`src/rtl/sw_reporter_pkg.sv`:
```
`default_nettype none
// ============================================================================
// Module   : i2c_pkg
// Brief    : Shared types and constants for the I2C switch reporter.
// Revision : 1.0
// ============================================================================
package i2c_pkg;

   localparam int BYTE_W = 8;

   typedef enum logic [1:0] {
      IDLE      = 2'd0,
      SEND      = 2'd1,
      WAIT_DONE = 2'd2
   } state_e;

endpackage
`default_nettype wire

```
`src/rtl/sw_reporter_if.sv`:
```
`default_nettype none
// ============================================================================
// Module   : sw_reporter_if
// Brief    : Handshake between the I2C slave core (master side) and the reporter.
// Revision : 1.0
// ============================================================================
interface sw_reporter_if;
   import i2c_pkg::*;

   logic              start;
   logic              stop;
   logic              tx_req;
   logic              tx_done;
   logic              tx_ack;
   logic [BYTE_W-1:0] tx_data;
   logic              tx_valid;

   modport master (
      output start, stop, tx_req, tx_done, tx_ack,
      input  tx_data, tx_valid
   );

   modport slave (
      input  start, stop, tx_req, tx_done, tx_ack,
      output tx_data, tx_valid
   );
endinterface
`default_nettype wire

```
`src/rtl/sw_reporter_sw_sync.sv`:
```
`default_nettype none
// ============================================================================
// Module   : sw_sync
// Brief    : Two-flop synchronizer for the switch bank, cleared by reset.
// Revision : 1.0
// ============================================================================
module sw_sync #(
   parameter int W = 16
) (
   input  wire logic         clk,
   input  wire logic         reset,
   input  wire logic [W-1:0] d_i,
   output logic      [W-1:0] q_o
);

   logic [W-1:0] meta_q;
   logic [W-1:0] sync_q;

   always_ff @(posedge clk or posedge reset) begin
      if (reset) begin
         meta_q <= '0;
         sync_q <= '0;
      end else begin
         meta_q <= d_i;
         sync_q <= meta_q;
      end
   end

   assign q_o = sync_q;

endmodule
`default_nettype wire

```
`src/rtl/sw_reporter.sv`:
```
`default_nettype none
// ============================================================================
// Module   : sw_reporter
// Brief    : Snapshots switches on an I2C read and streams them out LSB byte
//            first. Define SW_SYNC_EN to synchronize sw before sampling.
// Revision : 1.0
// ============================================================================
module sw_reporter
   import i2c_pkg::*;
#(
   parameter int SW_W = 16
) (
   input  wire logic            clk,
   input  wire logic            reset,
   input  wire logic [SW_W-1:0] sw_i,
   output logic                 busy_o,
   sw_reporter_if.slave         bus
);

   localparam int NUM_BYTES = SW_W / BYTE_W;
   localparam int IDX_W     = (NUM_BYTES > 1) ? $clog2(NUM_BYTES) : 1;
   localparam logic [IDX_W-1:0] LAST_IDX = IDX_W'(NUM_BYTES - 1);

   state_e            state_q, state_d;
   logic [SW_W-1:0]   snap_q, snap_d;
   logic [IDX_W-1:0]  idx_q, idx_d;
   logic [SW_W-1:0]   sw_s;
   logic [BYTE_W-1:0] byte_sel;

`ifdef SW_SYNC_EN
   sw_sync #(
      .W (SW_W)
   ) u_sw_sync (
      .clk   (clk),
      .reset (reset),
      .d_i   (sw_i),
      .q_o   (sw_s)
   );
`else
   assign sw_s = sw_i;
`endif

   always_ff @(posedge clk or posedge reset) begin
      if (reset) begin
         state_q <= IDLE;
         snap_q  <= '0;
         idx_q   <= '0;
      end else begin
         state_q <= state_d;
         snap_q  <= snap_d;
         idx_q   <= idx_d;
      end
   end

   // Priority: stop, then (repeated) start, then tx_done, then tx_req.
   always_comb begin
      state_d = state_q;
      snap_d  = snap_q;
      idx_d   = idx_q;
      if (bus.stop) begin
         state_d = IDLE;
      end else if (bus.start) begin
         snap_d  = sw_s;
         idx_d   = '0;
         state_d = SEND;
      end else begin
         case (state_q)
            SEND: begin
               if (bus.tx_req) state_d = WAIT_DONE;
            end
            WAIT_DONE: begin
               if (bus.tx_done) begin
                  if (bus.tx_ack) begin
                     idx_d   = (idx_q == LAST_IDX) ? '0 : idx_q + 1'b1;
                     state_d = SEND;
                  end else begin
                     state_d = IDLE;
                  end
               end
            end
            default: state_d = state_q;
         endcase
      end
   end

   // Byte select is decoded from registered state only, so it holds in WAIT_DONE.
   always_comb begin
      byte_sel = '0;
      for (int b = 0; b < NUM_BYTES; b++) begin
         if (idx_q == IDX_W'(b)) byte_sel = snap_q[b*BYTE_W +: BYTE_W];
      end
   end

   assign bus.tx_data  = byte_sel;
   assign bus.tx_valid = (state_q == SEND);
   assign busy_o       = (state_q != IDLE);

endmodule
`default_nettype wire

```
`src/flat_wrapper.sv`:
```
// flat-port wrapper written by rule: the top's interface ports become plain ports
module sw_reporter_flat import i2c_pkg::*;
#(
   parameter int SW_W = 16
)
  (clk, reset, sw_i, busy_o, bus_start, bus_stop, bus_tx_req, bus_tx_done, bus_tx_ack, bus_tx_data, bus_tx_valid);
  sw_reporter_if bus_i ();
  input  wire logic clk;
  input  wire logic reset;
  input  wire logic [SW_W-1:0] sw_i;
  output logic busy_o;
  input wire logic [$bits(bus_i.start)-1:0] bus_start;
  input wire logic [$bits(bus_i.stop)-1:0] bus_stop;
  input wire logic [$bits(bus_i.tx_req)-1:0] bus_tx_req;
  input wire logic [$bits(bus_i.tx_done)-1:0] bus_tx_done;
  input wire logic [$bits(bus_i.tx_ack)-1:0] bus_tx_ack;
  output wire logic [$bits(bus_i.tx_data)-1:0] bus_tx_data;
  output wire logic [$bits(bus_i.tx_valid)-1:0] bus_tx_valid;
  assign bus_i.start = bus_start;
  assign bus_i.stop = bus_stop;
  assign bus_i.tx_req = bus_tx_req;
  assign bus_i.tx_done = bus_tx_done;
  assign bus_i.tx_ack = bus_tx_ack;
  assign bus_tx_data = bus_i.tx_data;
  assign bus_tx_valid = bus_i.tx_valid;
  sw_reporter #(.SW_W(SW_W)) u_core (.clk(clk), .reset(reset), .sw_i(sw_i), .busy_o(busy_o), .bus(bus_i));
endmodule
```
`config.mk`:
```
export PLATFORM = sky130hd
export DESIGN_NAME = sw_reporter_flat
export DESIGN_NICKNAME = d
export VERILOG_FILES = /design/src/rtl/sw_reporter_pkg.sv /design/src/rtl/sw_reporter_if.sv /design/src/rtl/sw_reporter_sw_sync.sv /design/src/rtl/sw_reporter.sv /design/src/flat_wrapper.sv
export SDC_FILE = /design/constraint.sdc
export NUM_CORES = 1
export LEC_CHECK = 0
export CAP_MARGIN = 20
export CELL_PAD_IN_SITES_DETAIL_PLACEMENT = 1
export CELL_PAD_IN_SITES_GLOBAL_PLACEMENT = 1
export CORE_MARGIN = 2
export CORE_UTILIZATION = 25
export CTS_CLUSTER_SIZE = 16
export DETAILED_ROUTE_END_ITERATION = 8
export PLACE_DENSITY = 0.57
export REMOVE_ABC_BUFFERS = 1
export SETUP_SLACK_MARGIN = 0.4
export SYNTH_ARGS = -nofsm -noshare
export SYNTH_HDL_FRONTEND = slang
export SYNTH_SLANG_ARGS = --single-unit
```
`constraint.sdc`:
```
create_clock -name clk -period 3.36 [get_ports clk]
set_input_delay 0.336 -clock clk [delete_from_list [all_inputs] [get_ports clk]]
set_output_delay 0.336 -clock clk [all_outputs]
set_load 0.02 [all_outputs]
```
### Yosys cells after proc, flatten, opt, wreduce, memory -nomap -nowiden

Index checks and enable logic that the tools add are counted.
Widths: inputs -> output; s select.

| word-level totals | value |
|---|---|
| bits in registers | 19 |
| output and inout bits | 10 |
| word-level logic and storage cells | 29 |

| operators by class | value |
|---|---|
| $add $sub $neg | 1 |
| equal/unequal tests | 4 |
| multiplexer cells | 12 |
| bitwise logic cells | 1 |
| reductions and logical operators | 8 |

Operator list:

| cell | count |
|---|---|
| $mux 2 | 4 |
| $mux 8 | 1 |
| $ne 4x4->1 const B | 2 |
| $reduce_bool 2->1 | 4 |
| $mux 1 | 6 |
| $pmux 2 s2 | 1 |
| $reduce_and 4->1 | 1 |
| $reduce_bool 4->1 | 1 |
| $reduce_and 3->1 | 1 |
| $eq 2x1->1 const B | 1 |
| $eq 2x2->1 const B | 1 |
| $reduce_and 2->1 | 1 |
| $add 1x1->1 const B | 1 |
| $not 1->1 | 1 |

### Depth between registers and ports, before layout

| depth | value |
|---|---|
| word-level depth | 6 |
| gate-level depth with buffers | 5 |
| depth with buffers taken out | 5 |

### Worst setup path before layout

Ideal clock, no wire load.

| path | value |
|---|---|
| kind | register to register |
| from | register u_core.state_q[1] |
| to | register u_core.state_q[0] |
| library setup time | 0.101 ns |
| data arrival time | 1.203 ns |
| setup slack | 2.056 ns |
| cell stages (with the launch flop) | 6 |
| cells stage by stage | dfrtp_1 -> inv_1 -> ha_1 -> nand2b_1 -> o2111a_1 -> nor4_1 |

| on the way | value |
|---|---|
| cells in the longest elaborated chain, start to end | 4 |
| elaborated cells between the ends (all ways) | 9 |
| those cells by class | 4 x eq/ne; 3 x mux; 2 x reduce/logical |

RTL lines:

| element | line | RTL |
|---|---|---|
| start: declaration | sw_reporter.sv:24 | `state_e state_q, state_d;` |
| start signal: assignment | sw_reporter.sv:49 | `state_q <= state_d;` |
| $eq 2x1->1 * | -- |  |
| named net bus_tx_valid | flat_wrapper.sv:18 | `output wire logic [$bits(bus_i.tx_valid)-1:0] bus_tx_valid;` |
| $pmux 2 s2 | sw_reporter.sv:67 | `case (state_q)` |
| $mux 2 | sw_reporter.sv:62 | `end else if (bus.start) begin` |
| $mux 2 | sw_reporter.sv:60 | `if (bus.stop) begin` |

The timed path passes the listed nets; every way through them passes the cells marked *.
A chain may end at the register's enable or synchronous reset.

### Worst setup path in the final report

| path | value |
|---|---|
| from | register u_core.idx_q |
| to | output bus_tx_data[6] |

| on the way | value |
|---|---|
| cells in the longest elaborated chain, start to end | 1 |

RTL lines:

| element | line | RTL |
|---|---|---|
| start: declaration | sw_reporter.sv:26 | `logic [IDX_W-1:0] idx_q, idx_d;` |
| start signal: assignment | sw_reporter.sv:51 | `idx_q <= idx_d;` |
| $mux 8 | sw_reporter.sv:90 | `if (idx_q == IDX_W'(b)) byte_sel = snap_q[b*BYTE_W +: BYTE_W];` |
| end: declaration | flat_wrapper.sv:17 | `output wire logic [$bits(bus_i.tx_data)-1:0] bus_tx_data;` |

Every way passes these cells.

==> flow_summary_export.csv <==
group,metric,value,unit
status,status,"complete, no violations",
clocking,clock-sinks,19,
clocking,path_clk_slew,0.07,ns
drt,routedWlPerCell,14.3,um
critical_path,rr_endpoint,"u_core.state_q[0]",
critical_path,cp.arrival,1.84,ns
power_and_ir_drop,ir_drop,0.142,mV
drt,drtIter0Drc,6,
layout,finalNetCount,132,
global_route,overflow,0,
floorplanning,rows,22,
yosys,seq_area_frac_synth,47.7,%
placed_design,gp_congestion,0.785,
layout,drive_above_1_share,25.0,%
clocking,cts_tree,"built",
global_route,antenna_found_initial,0,
layout,syn_to_final_growth,40.3,%
yosys,yosysUniqueCellTypes,21,
critical_path,setup.worst_path.end_class,"output pin",
drt,first_pass_iters,4,
clocking,cts_made_buffers,3,
placed_design,numPortBuffers,32,
timing,timing_hold_violations_final,0,
layout,final_cell_mix,"clkdlybuf4s50_1, dfrtp_1, mux2_4, mux2_2, inv_1",
critical_path,crit_type,"register to output pin",
hold_path,hold_path_class,"primary input to async pin",
timing,skew,0.00629,ns
drt,wirelength,2170,um
global_route,grtUsageTotal,11.4,%
clocking,cts_hold_buf,0,
power_and_ir_drop,seqPwrFrac,44.4,%
floorplanning,ios,33,
drt,viasPerCell,4.51,
clocking,cts_root_buffer,"clkbuf_8",
placed_design,dp_hpwl,1650,um
timing,tightest_slew,0.734,ns
floorplanning,dieWidth,67.1,um
global_route,grt_pass1_vias,791,
yosys,netlist_instances,70,
placed_design,post-place-cells,148,
critical_path,cp_max_fo,10,
global_route,grt_pass1_wl,3660,um
timing,finalCritPeriodShare,64.9,%
drt,drc,0,
layout,final_common_cell,"clkdlybuf4s50_1",
critical_path,r2r-start,"u_core.state_q[0]",
clocking,clockBufferDepth,2,
timing,slew_headroom,51.0,%
power_and_ir_drop,combPwrFrac,30.2,%
clocking,cts_setup_buffers,0,
floorplanning,core,3740,sq um
power_and_ir_drop,power_density,452,nW/um^2
critical_path,reg2reg_slack,1.98,ns
power_and_ir_drop,p_clk_share,25.4,%
yosys,ys_ff_latch,19,
floorplanning,die_h,67.1,um
yosys,synth_warnings,0,
clocking,post_cts_resized,0,
timing,maxSlewViolCount,0,
global_route,grt_max_degree,20,
timing,fin_tns_setup,0,ns
drt,drtAntennaViolNets,0,
layout,diodes,0,
power_and_ir_drop,switching_share,27.8,%
timing,fin_crit,2.18,ns
floorplanning,start_util,26.6,%
critical_path,cp_data_required_time,3.02,ns
layout,fin_util,37.3,%
timing,setup_violations,0,
critical_path,cp-start-kind,"register",
power_and_ir_drop,power.switching,0.000175,W
clocking,clkLatencyLatePin,0.26,ns
run,drv_cap,0,
power_and_ir_drop,p_int,0.000456,W
yosys,syn_area_per_cell,14.2,sq um
critical_path,reg2reg_depth,4,
clocking,h-tree-depth,1,
timing,rsz0062_at_grt,"false",
layout,instances_no_fill,152,
yosys,netlist_area,996,sq um
timing,fmaxAchievable,459,MHz
floorplanning,dieArea,4500,sq um
power_and_ir_drop,p_leak,0.589,nW
drt,num_vias,686,
-- cell type report --
cell class,instances,area (sq um)
timing repair buffer,32,320
multi-input combinational,43,473
tap,48,60.1
fill,425,2350
inverter,6,22.5
sequential,19,475
clock buffer,3,41.3
clock inverter,1,5.00
-- worst max path at each step --
stage,cells past startpoint,slack [ns],from,end
final,2,1.18,u_core.idx_q,bus_tx_data[6]
after global placement,2,1.43,u_core.idx_q,bus_tx_data[5]
after global routing,2,1.07,u_core.idx_q,bus_tx_data[5]
after floorplan,5,2.06,u_core.state_q[1],u_core.state_q[0]
after CTS,2,1.15,u_core.idx_q,bus_tx_data[6]
after detailed placement,2,1.44,u_core.idx_q,bus_tx_data[6]
-- critical path, stage by stage, from the launching register on --
cell and delay, ns:
dfrtp_1 0.64, mux2_2 0.40, clkdlybuf4s50_1 0.54
-- cell usage after synthesis --
library cell	instances	area, sq um
dfrtp_1	19	475
mux2_2	10	113
mux2_4	10	150
inv_1	5	18.8
ha_1	4	50.1
mux2_1	4	45.0
a31oi_1	2	12.5
nand2b_1	2	12.5
nor4_1	2	12.5
a211oi_1	1	7.51
and4_1	1	8.76
buf_12	1	20.0
buf_2	1	5.00
inv_2	1	3.75
nand3_1	1	5.00
nor2_8	1	20.0
nor2b_1	1	6.26
nor3_1	1	5.00
o2111a_1	1	11.3
o21ai_0	1	5.00
o41ai_1	1	8.76
-- metal layers --
layer	track usage [%]	wire length, um	up-vias
li1	-	-	319
met1	11.6	821	343
met2	21.2	1180	19
met3	2.70	117	5
met4	6.12	55	0
met5	0	0	-
-- power groups by stage --
stage          Sequential [W]  Clock (W)  Combinational [W]
2_1_floorplan        0.000277          0           0.000113
3_3_place_gp         0.000284          0           0.000192
3_5_place_dp         0.000285          0           0.000194
4_1_cts              0.000281   0.000167           0.000195
5_1_grt              0.000285   0.000184           0.000207
6_report             0.000281   0.000161           0.000191
-- registers in the layout, indices dropped and copies added (netlist names) --
| name | cells |
|---|---|
| u_core.idx_q | 1 |
| u_core.snap_q | 16 |
| u_core.state_q | 2 |
-- kinds of logic after synthesis --
| logic type | share of synthesized area [%] |
|---|---|
| multiplexers | 30.9 |
| flip-flops | 47.7 |
| AND/OR/NAND/NOR | 7.03 |
| buffers and inverters | 4.77 |
| AO/OA/AOI/OAI | 4.52 |
| adder cells (fa/ha/maj) | 5.03 |
-- through the flow --
step	worst slack (ns)	total power (W)	hold WS, ns	cell area, sq um
CTS	1.15	0.000643	0.494	1400
finish	1.18	0.000632	0.489	1400
global placement	1.43	0.000476	0.465	1350
floorplan	2.06	0.000390	0.287	971
global route	1.07	0.000676	0.528	1400
detailed placement	1.44	0.000479	0.477	1350
Power figures use the tool's default switching activity.
